**src/rtl/fetch_ibuf.sv**
```systemverilog
// fetch_ibuf: four-slot instruction line buffer between the I-cache fill path
// and the fetch_2 packet aligner.
//
// Ports
//   clk, reset        rising-edge clock, synchronous active-high reset
//   fill_line         16-byte I-cache line, memory byte order
//   fill_valid        fill_line presented this cycle
//   fill_epoch        epoch tag of the presented fill
//   fill_ready        buffer accepts a fill this cycle (combinational)
//   old_BIP, new_BIP  byte pointers of current / next packet from fetch_2
//   packet_consumed   fetch_2 packet valid and not stalled this cycle
//   flush, flush_BIP  control-flow redirect and its target byte pointer
//   line_00..line_11  slot data; slot n holds lines with BIP[5:4]==n
//   line_xx_valid     slot holds live data
//   cur_epoch         current epoch, returned to the I-cache request side
//   occupancy         number of valid slots, 0..4
module fetch_ibuf #(
  parameter int DATA_W = 128
) (
  input  logic              clk,
  input  logic              reset,
  input  logic [DATA_W-1:0] fill_line,
  input  logic              fill_valid,
  input  logic              fill_epoch,
  output logic              fill_ready,
  input  logic [5:0]        old_BIP,
  input  logic [5:0]        new_BIP,
  input  logic              packet_consumed,
  input  logic              flush,
  input  logic [5:0]        flush_BIP,
  output logic [DATA_W-1:0] line_00,
  output logic [DATA_W-1:0] line_01,
  output logic [DATA_W-1:0] line_10,
  output logic [DATA_W-1:0] line_11,
  output logic              line_00_valid,
  output logic              line_01_valid,
  output logic              line_10_valid,
  output logic              line_11_valid,
  output logic              cur_epoch,
  output logic [2:0]        occupancy
);

  logic [DATA_W-1:0] slot_q [4];
  logic [3:0]        valid_q;
  logic [1:0]        wr_ptr_q;
  logic              epoch_q;
  logic [2:0]        occ_q;

  logic              fill_acc;
  logic              fill_wr;
  logic              release_en;
  logic [3:0]        valid_nxt;

  // Byte offsets within a line do not affect buffer state.
  logic unused_offsets;
  assign unused_offsets = ^{old_BIP[3:0], new_BIP[3:0], flush_BIP[3:0]};

  function automatic logic [2:0] popcount4(input logic [3:0] v);
    popcount4 = {2'b00, v[0]} + {2'b00, v[1]} + {2'b00, v[2]} + {2'b00, v[3]};
  endfunction

  // A stale-epoch fill is always accepted so the cache side can drain it,
  // even when the target slot is still occupied.
  assign fill_ready = (!valid_q[wr_ptr_q] || (fill_epoch != epoch_q)) && !flush && !reset;
  assign fill_acc   = fill_valid && fill_ready;
  assign fill_wr    = fill_acc && (fill_epoch == epoch_q);
  assign release_en = packet_consumed && (old_BIP[5:4] != new_BIP[5:4]);

  // The released slot is never wr_ptr when a fill is written (the fill target
  // must be empty, the released slot is live), so clear-then-set is safe.
  always_comb begin
    valid_nxt = valid_q;
    if (flush) begin
      valid_nxt = 4'b0000;
    end else begin
      if (release_en) valid_nxt[old_BIP[5:4]] = 1'b0;
      if (fill_wr)    valid_nxt[wr_ptr_q]     = 1'b1;
    end
  end

  always_ff @(posedge clk) begin
    if (reset) begin
      for (int i = 0; i < 4; i++) slot_q[i] <= '0;
      valid_q  <= 4'b0000;
      wr_ptr_q <= 2'd0;
      epoch_q  <= 1'b0;
      occ_q    <= 3'd0;
    end else begin
      valid_q <= valid_nxt;
      occ_q   <= popcount4(valid_nxt);
      if (flush) begin
        wr_ptr_q <= flush_BIP[5:4];
        epoch_q  <= ~epoch_q;
      end else if (fill_wr) begin
        slot_q[wr_ptr_q] <= fill_line;
        wr_ptr_q         <= wr_ptr_q + 2'd1;
      end
    end
  end

  assign line_00       = slot_q[0];
  assign line_01       = slot_q[1];
  assign line_10       = slot_q[2];
  assign line_11       = slot_q[3];
  assign line_00_valid = valid_q[0];
  assign line_01_valid = valid_q[1];
  assign line_10_valid = valid_q[2];
  assign line_11_valid = valid_q[3];
  assign cur_epoch     = epoch_q;
  assign occupancy     = occ_q;

endmodule

```
**config.mk**
```make
export PLATFORM = sky130hd
export DESIGN_NAME = fetch_ibuf
export DESIGN_NICKNAME = d
export VERILOG_FILES = /design/src/rtl/fetch_ibuf.sv
export SDC_FILE = /design/constraint.sdc
export NUM_CORES = 1
export LEC_CHECK = 0
export CELL_PAD_IN_SITES_DETAIL_PLACEMENT = 0
export CELL_PAD_IN_SITES_GLOBAL_PLACEMENT = 2
export CORE_MARGIN = 4
export CORE_UTILIZATION = 31
export DETAILED_ROUTE_END_ITERATION = 10
export GPL_TIMING_DRIVEN = 0
export PLACE_DENSITY_LB_ADDON = 0.2
export SLEW_MARGIN = 20
export SYNTH_ARGS = -nofsm -noshare
export SYNTH_HDL_FRONTEND = slang
export SYNTH_SLANG_ARGS = --single-unit
```
**constraint.sdc**
```tcl
create_clock -name clk -period 22.1 [get_ports clk]
set_input_delay 2.21 -clock clk [delete_from_list [all_inputs] [get_ports clk]]
set_output_delay 2.21 -clock clk [all_outputs]
set_load 0.03 [all_outputs]
```
; ---- Word-level counts from Yosys, hierarchy flattened
; Memory sizes are Yosys's and may differ from the RTL's.
; Index checks and enable logic that the tools add are counted.
[op_classes]
eq_ne = 3
multipliers = 0
order_cmp = 4
div = 0
mux = 21
shifts = 0
reduce_logical = 13
bitwise = 4
addsub = 4
[ops]
columns = operator, count
row1 = 128-bit two-way mux, 1
row2 = 128-bit OR reduction, 1
row3 = 4-bit two-way mux, 4
row4 = 1-bit two-way mux, 10
row5 = 1-bit logical AND, 7
row6 = 2-bit by 3-bit < comparator with 1-bit output (second input constant), 2
row7 = 2-bit two-way mux, 3
row8 = 4-bit AND, 1
row9 = 1-bit demux with 2-bit select, 2
row10 = 2-bit by 1-bit greater-or-equal comparator with 1-bit output (second input constant), 2
row11 = 4-bit NOT, 1
row12 = 4-bit OR, 1
row13 = 2-bit by 1-bit adder with 3-bit output, 1
row14 = 3-bit by 1-bit adder with 3-bit output, 1
row15 = 1-bit zero test, 3
row16 = 1-bit by 1-bit adder with 2-bit output, 1
row17 = 2-bit by 1-bit adder with 2-bit output (second input constant), 1
row18 = 1-bit binary-select mux with 2-bit select, 1
row19 = 2-bit != test, 1
row20 = 2-bit nonzero test, 1
row21 = 1-bit == test, 1
row22 = 1-bit logical OR, 1
row23 = 1-bit != test, 1
row24 = 1-bit NOT, 1
[totals]
register_bits = 10
word_cells = 54
inputBits = 152
romBits = 0
n_memories = 1
latch_bits = 0
ramBits = 512
[mem_list]
columns = memory, depth, width, rd, rd_ports_with_merged_regs, wr, line_no
row1 = slot_q, 4, 128, 4, 0, 4, 43  ; logic [DATA_W-1:0] slot_q [4];

; ---- Depth between registers and ports, before layout
; Gate-level depths: netlist (run 1).
[depth]
ltp_word = 14
mapped_depth = 10

; ---- Worst setup path before layout (run 1)
; Ideal clock, no wire load.
[synth_timing]
kind = input to register
start = input flush
end = memory slot_q[3][0], enable pin
arrival_ns = 15.743
path_stages = 4
path_slack_ns = 5.395
path_cell_list = buf_6 or3b_1 buf_2 o41ai_1
[synth_lines]
columns = item, line_no
row1 = from (decl), 29  ; input logic flush,
row2 = to (decl), 43

; ---- Worst setup path after layout (run 1)
[layout_timing]
start = input reset
end = output fill_ready
[layout_between]
elab_chain_cells = 2
[layout_lines]
columns = item, line_no
row1 = from (decl), 21  ; input logic reset,
row2 = 1-bit zero test, 64  ; assign fill_ready = (!valid_q[wr_ptr_q] || (fill_epoch != epoch_q)) && !flush && !reset;
row3 = 1-bit logical AND, 64
row4 = to (decl), 25  ; output logic fill_ready,
; Every way passes these cells.

==> flow_summary.yaml, run 1 <==
outcome:
  status: "finished clean"
route:
  drt_iter0_drc: 624
  vias: 12200
  first_pass_iters: 5
  vias_per_cell: 4.33
  routed_wl_microns: 68300
  wl_per_cell_microns: 24.3
  route.antenna.remaining_nets: 0
  drc: 0
die:
  core_region_area_sq_um: 63200
  floorplan.initialDensity: 0.314
  die_w_microns: 261
  die_y_microns: 261
  dieArea_sq_um: 68000
  ios: 673
  rows: 92
sta:
  fin_setup_tns_ps: 0
  rsz0062_at_grt: "false"
  hold_violations: 0
  slew_viol_final: 0
  post-route-period-util: 0.282
  slew_headroom: 0.471
  fin_skew_ps: 14.2
  min_period_ps: 6230
  fmax_mhz: 160
  worst_pin_slew_ps: 784
  finalSetupViolCount: 0
power:
  cellPowerDensity_nw_per_um2: 81.6
  cellLeakagePower_nw: 11.1
  p_total_w: 0.00243
  vdd_drop_max_uv: 58.2
global_route:
  gr-usage-all-layers: 0.192
  overflow: 0
  grt_pass1_vias: 12400
  grt_max_degree: 43
  grt_pass1_wl_microns: 93100
  antenna_found_initial: 14
synthesis:
  synthMuxAreaShare: 0.00164
  synth_compound_area_frac: 0.00676
  synth_warnings: 0
  synth_enable_flop_cells: 512
  netlist_instances: 1157
  async_flop_share: 0
  yosys.area_share.adder: 0.00480
  syn_area_sq_um: 19800
  synthSimpleGateAreaFrac: 0.173
  seq_area_frac_synth: 0.786
  synth_area_leader_cell: "edfxtp_1"
  synth_xor_area_frac: 0.00170
  synth_top_area_share: 0.776
  synthFlopType: "edfxtp_1"
  synth.avg_cell_area_sq_um: 17.1
  synth_top_family_by_area: "simple AND/OR/NAND/NOR gates"
  synth_nets: 1316
  synth_cell_type_count: 38
  ys_ff_latch: 522
  ys_top_cells_by_area: "edfxtp_1 (78%), and2_1 (16%), buf_6 (1.4%), dfxtp_1 (1.0%), buf_4 (0.53%)"
worst_setup_path:
  crit_required_ps: 19890
  rr_worst_depth: 9
  r2r-start: "wr_ptr_q[0]"
  end_kind: "output port"
  crit_path_start_kind: "input port"
  r2r-end: "slot_q[3][84]"
  startpoint: "reset"
  arrival_ps: 4020
  r2r_slack_ps: 18710
  crit_type: "input port to output port"
  critPathCapture: "fill_ready"
  cp_max_fo: 10
placed_design:
  io_buffers: 659
  gp_congestion: 0.791
  place.detailed.hpwl_microns: 50300
  place_area_sq_um: 27900
cells_and_area:
  mostFrequentLayoutCells: "clkdlybuf4s50_1 (659), and2_1 (512), edfxtp_1 (512)"
  final_common_cell: "clkdlybuf4s50_1"
  syn2layout_area_growth_pct: 50.6
  final_nets: 2071
  drive_above_1_share: 0.0955
  stdcell_area_sq_um: 29800
clocking:
  cts.sinks: 522
  cts_buffers: 57
  cts_resized: 0
  insertion_delay_ps: 610
  cts_tree: "yes"
  root_buffer: "clkbuf_16"
  cts_setup_buffers: 0
  htree_num_levels: 2
  hold_buffers: 0
  clockBufferDepth: 3
  path_clk_slew_ps: 50
flow_run:
  maxCapViolCount: 0
worst_hold_path:
  worstHoldPathType: "flip-flop to flip-flop"
[area by class of cell]
type                            instances  area, sq um
Buffer                                 61          492
Clock inverter                         35          420
Sequential cell                       522        15600
Antenna cell                            8         20.0
Fill cell                            5592        33400
Multi-Input combinational cell        570         3750
Tap cell                              846         1060
Timing Repair Buffer                  696         6980
Inverter                                4         15.0
Clock buffer                           71         1520
[cell usage after synthesis (2+ instances only)]
cell type / number
buf_6: 25
dfxtp_1: 10
a22o_1: 2
o311ai_0: 3
a21bo_2: 2
nand2_1: 3
ha_1: 6
nor2_1: 4
or2_2: 3
edfxtp_1: 512
and2_1: 512
xnor2_1: 2
nor2b_1: 7
nor4b_4: 2
inv_1: 4
a32o_1: 2
nand2b_1: 3
buf_2: 18
buf_4: 14
clkbuf_1: 4
o2bb2ai_1: 2
[routing by layer]
layer / up-vias / wire (microns) / track usage
met2: 519 / 33700 / 0.326
met4: 12 / 2080 / 0.0652
met5: - / 71 / 0
met3: 110 / 7940 / 0.0857
met1: 5954 / 24600 / 0.215
li1: 5593 / - / -
[worst max-delay path: stages]
cell and delay [ps]:
clkdlybuf4s50_1 490, clkbuf_1 290, a211oi_1 250, clkdlybuf4s50_1 780
[power breakdown]
part	switching (W)	total, W	internal, W
combinational	0.000177	0.000290	0.000113
clock	0.000395	0.000997	0.000602
sequential	0.0000131	0.00115	0.00113
[through the flow]
step	util	hold slack [ps]	std cells	worst slack [ps]
5_1_grt	0.472	673	2809	15750
3_5_place_dp	0.441	614	2699	15880
6_report	0.472	619	2813	15870
3_3_place_gp	0.435	605	2662	-6780
2_1_floorplan	-	618	1157	5390
4_1_cts	0.472	625	2805	15850
[state kept, by name (all words and copies together) (netlist names)]
signal,flops
occupancy,3
cur_epoch,1
wr_ptr_q,2
slot_q,512
valid_q,4
[cells by family after synthesis]
| logic type | after synthesis |
|---|---|
| AND/OR/NAND/NOR | 543 |
| flip-flops | 522 |
| buffers and inverters | 65 |
| AO/OA/AOI/OAI | 15 |
| adder cells (fa/ha/maj) | 7 |
| XOR/XNOR | 3 |
| multiplexers | 2 |
[worst min path at each step]
stage	startpoint	to	slack [ps]	depth (start not counted)
floorplan	wr_ptr_q[0]	valid_q[1]	620	2
global placement	cur_epoch	cur_epoch	600	2
detailed placement	cur_epoch	cur_epoch	610	2
CTS	cur_epoch	cur_epoch	630	2
global route	cur_epoch	cur_epoch	670	2
finish	cur_epoch	cur_epoch	620	2
No activity file was read; power rests on OpenSTA's default activity.
==> run 2, diff against run 1 <==
==> constraint.sdc (replaced) <==
create_clock -name clk -period 6.5 [get_ports clk]
set_input_delay 0.65 -clock clk [delete_from_list [all_inputs] [get_ports clk]]
set_output_delay 0.65 -clock clk [all_outputs]
set_load 0.03 [all_outputs]
==> flow_summary.yaml, run 2 (synthesized netlist as in run 1, its figures left out) <==
outcome:
  status: "finished clean"
sta:
  worst_pin_slew_ps: 805
  slew_viol_final: 0
  hold_violations: 0
  fin_setup_tns_ps: 0
  fin_skew_ps: 14.3
  fmax_mhz: 290
  finalSetupViolCount: 0
  min_period_ps: 3450
  post-route-period-util: 0.531
  rsz0062_at_grt: "false"
  slew_headroom: 0.462
route:
  first_pass_iters: 5
  vias: 12100
  vias_per_cell: 4.33
  drc: 0
  drt_iter0_drc: 708
  wl_per_cell_microns: 24.5
  routed_wl_microns: 68400
  route.antenna.remaining_nets: 0
die:
  rows: 92
  die_y_microns: 261
  die_w_microns: 261
  core_region_area_sq_um: 63200
  ios: 673
  floorplan.initialDensity: 0.314
  dieArea_sq_um: 68000
global_route:
  overflow: 0
  grt_pass1_wl_microns: 94400
  grt_pass1_vias: 12400
  grt_max_degree: 42
  antenna_found_initial: 10
  gr-usage-all-layers: 0.193
placed_design:
  io_buffers: 659
  place.detailed.hpwl_microns: 51100
  placed_cells: 2686
  gp_congestion: 0.766
clocking:
  hold_buffers: 0
  root_buffer: "clkbuf_16"
  cts.sinks: 522
  cts_tree: "yes"
  cts_setup_buffers: 0
  insertion_delay_ps: 600
  htree_num_levels: 2
  path_clk_slew_ps: 60
  cts_buffers: 57
  clockBufferDepth: 3
  cts_resized: 0
power:
  vdd_drop_max_uv: 190
  cellLeakagePower_nw: 11.0
  cellPowerDensity_nw_per_um2: 272
worst_setup_path:
  crit_type: "flip-flop to output port"
  arrival_ps: 2800
  end_kind: "output port"
  crit_path_start_kind: "flip-flop"
  cp_max_fo: 7
  crit_required_ps: 5850
cells_and_area:
  fin_util: 0.470
  largest_reg_flops: 512
  finalNonFillerCells: 2795
  syn2layout_area_growth_pct: 49.8
  max_flop_register: "slot_q"
  mostFrequentLayoutCells: "clkdlybuf4s50_1 (659), and2_1 (512), edfxtp_1 (512)"
  final_common_cell: "clkdlybuf4s50_1"
  final_nets: 2058
  nFillCells: 5539
  drive_above_1_share: 0.0931
worst_hold_path:
  worstHoldPathType: "input port to flip-flop"
flow_run:
  maxCapViolCount: 0
run 2: area by class of cell:
cell class                 count  area [sq um]  share of cell area
antenna                        5          12.5            0.000422
buffer                        61           492              0.0166
clock buffer                  63          1450              0.0488
clock inverter                41           374              0.0126
inverter                       4          15.0            0.000506
multi-input combinational    570          3760               0.127
sequential                   522         15600               0.525
tap                          846          1060              0.0357
timing repair buffer         683          6940               0.234
run 2: metrics by stage:
| step | worst slack [ps] | power [W] | hold WS (ps) | cell area (sq um) |
|---|---|---|---|---|
| 2_1_floorplan | 521 | 0.00442 | 618 | 19800 |
| 3_3_place_gp | -3570 | 0.00496 | 611 | 27500 |
| 3_5_place_dp | 2490 | 0.00497 | 607 | 27800 |
| 4_1_cts | 3000 | 0.00815 | 305 | 29700 |
| 5_1_grt | 2920 | 0.00833 | 332 | 29700 |
| 6_report | 3050 | 0.00806 | 346 | 29700 |
run 2: worst paths after layout:
| check | end | depth (start not counted) | slack, ps | startpoint |
|---|---|---|---|---|
| max reg2reg | slot_q[1][81] | 7 | 3520 | wr_ptr_q[0] |
| min reg2reg | cur_epoch | 2 | 620 | cur_epoch |
| max | fill_ready | 4 | 3050 | wr_ptr_q[0] |
| min | wr_ptr_q[0] | 3 | 350 | flush |
run 2: metal layers:
| layer | track usage | wire (microns) | vias to the layer above |
|---|---|---|---|
| met3 | 0.0733 | 6630 | 103 |
| met5 | 0 | 57 | - |
| met4 | 0.0499 | 1710 | 10 |
| li1 | - | - | 5571 |
| met1 | 0.223 | 25600 | 5954 |
| met2 | 0.338 | 34400 | 456 |
run 2: where the power goes:
group | total, W | leakage, nW | internal, W | switching (W)
sequential | 0.00390 | 5.36 | 0.00385 | 0.0000447
clock | 0.00318 | 0.893 | 0.00184 | 0.00134
combinational | 0.000986 | 4.75 | 0.000383 | 0.000603
run 2: worst max-delay path, stage by stage (launching register included):
cell and delay [ps]:
dfxtp_1 370, buf_2 250, mux4_2 580, a211oi_1 250, clkdlybuf4s50_1 760
==> variant (config.mk and constraints of run 2) <==
The parameter `DATA_W` goes from 128 to 124.
--- a/src/rtl/fetch_ibuf.sv
+++ b/src/rtl/fetch_ibuf.sv
@@ -17,3 +17,3 @@
 module fetch_ibuf #(
-  parameter int DATA_W = 128
+  parameter int DATA_W = 124
 ) (
Ports: changed (5 resized); port bits go from 673 to 653. The function was not compared with the original's and may differ.
==> variant against run 2 <==
Power decreased by 3.6%; routed wire length decreased by 4.1%; final cell count decreased by 4.8%; worst setup slack got worse by 250 ps; area after synthesis decreased by 3.3%; sequential cell count decreased by 16; largest cell class unchanged; sequential share of layout area increased by 0.24 points; count of clock-buffer cells in the layout increased by 7; design area decreased by 3.5%; highest routed layer unchanged.
==> variant: results (changes against run 2) <==
Yosys
  – Share of cell area taken by muxes after synthesis: 0.2350% (was 0.1642%)
  – Top cells by count, synth: 496 x edfxtp_1, 415 x and2_1, 81 x and2_2 (was 512 x and2_1, 512 x edfxtp_1, 25 x buf_6)
  – Top area cells in the synthesized netlist: edfxtp_1 78%, and2_1 14%, and2_2 3.2% (was edfxtp_1 78%, and2_1 16%, buf_6 1.4%)
  – Post-synthesis share of cell area spent on xor and xnor gates: 0.2350% (was 0.1705%)
  – Mean instance size in the synthesized netlist: 17.08 sq um (was 17.13 sq um)
  – Area fraction in compound gates after synthesis: 0.8291% (was 0.6757%)
  – Count of cell types in the netlist: 40 (was 38)
  – Number of nets produced by synthesis: 1,277 (was 1,316)

Placed design
  – Placed cell area: 0.02685 sq mm (was 0.02784 sq mm)
  – Count of port buffers added during placement: 639 (was 659)
  – HPWL after DPL: 47,980 um (was 51,050 um)
  – Routability-driven placement congestion ratio: 0.7901 (was 0.7661)
  – Pre-CTS setup slack: 2015 ps (was 2492 ps)
  – Placed Cells: 2,556 (was 2,686)

Setup path
  – CP startpoint: reset (was wr_ptr_q[0])
  – Maximum fanout encountered on the critical timing path: 40 (was 7)
  – Critical path data arrival time: 3980 ps (was 2800 ps)
  – Reg-to-Reg Start: cur_epoch (was wr_ptr_q[0])

Global route
  – Met2 track demand over resource in global routing: 32.98% (was 33.80%)
  – Grt met1 use: 22.20% (was 22.29%)
  – Global routing usage summed across all routing layers: 19.28% (was 19.31%)
  – Via count of the first global-routing pass: 12.08k (was 12.38k)
  – Antenna violations before repair: 7 (was 10)
  – Pin count of the biggest net entering global routing: 41 (was 42)
  – First-pass GRT wire length: 92,490 um (was 94,400 um)
  – Global-route met3 utilization: 8.072% (was 7.327%)

Clocking
  – Total clock buffers created by CTS: 56 (was 57)

Pwr
  – Leakage dissipation: 10.60 nW (was 11.00 nW)
  – Areal power density over the cells: 271.5 mW/mm^2 (was 271.7 mW/mm^2)
  – Sequential Power Share: 48.6% (was 48.3%)
  – Reported net switching power: 0.001886 W (was 0.001987 W)

Route
  – Detail Route met2 WL: 32,590 um (was 34,420 um)
  – M1 wire length: 25,040 um (was 25,560 um)
  – Average via count per standard cell: 4.368 (was 4.327)
  – DRT iter0 DRCs: 613 (was 708)
  – Number of optimization iterations in the first detailed-route pass: 4 (was 5)

Finish
  – NumNets Final: 1,988 (was 2,058)
  – Layout cells sized above 1: 11.57% (was 9.311%)

STA
  – Max-slew headroom: 32.44% (was 46.18%)

Status
  – Outcome: complete, no violations (unchanged)
[variant: cell count changes in the layout (fill, tap and decap cells not counted), sizes merged, moves of 2 or more]
cell / run 2 / this run
clkdlybuf4s50: 659 / 639
and2b: 0 / 2
mux2: 0 / 2
clkbuf: 67 / 119
clkinv: 28 / 23
clkinvlp: 4 / 1
and2: 512 / 496
nor2b: 7 / 5
edfxtp: 512 / 496
buf: 81 / 21
[variant: final cells by class]
type                       instances  area (sq um)
antenna                            4         10.01
buffer                            56         277.8
clock buffer                      70          1475
clock inverter                    30         271.5
fill                            5382         32180
inverter                           6         22.52
multi-input combinational        554          3786
sequential                       506         15090
tap                              782         978.4
timing repair buffer             653          6709
[variant: final timing paths]
| kind | slack [ps] | cells after the start | to |
|---|---|---|---|
| max | 2800 | 7 | slot_q[1][78] |
| min reg2reg | 670 | 2 | cur_epoch |
| min | 360 | 3 | cur_epoch |
| max reg2reg | 3080 | 6 | slot_q[1][78] |
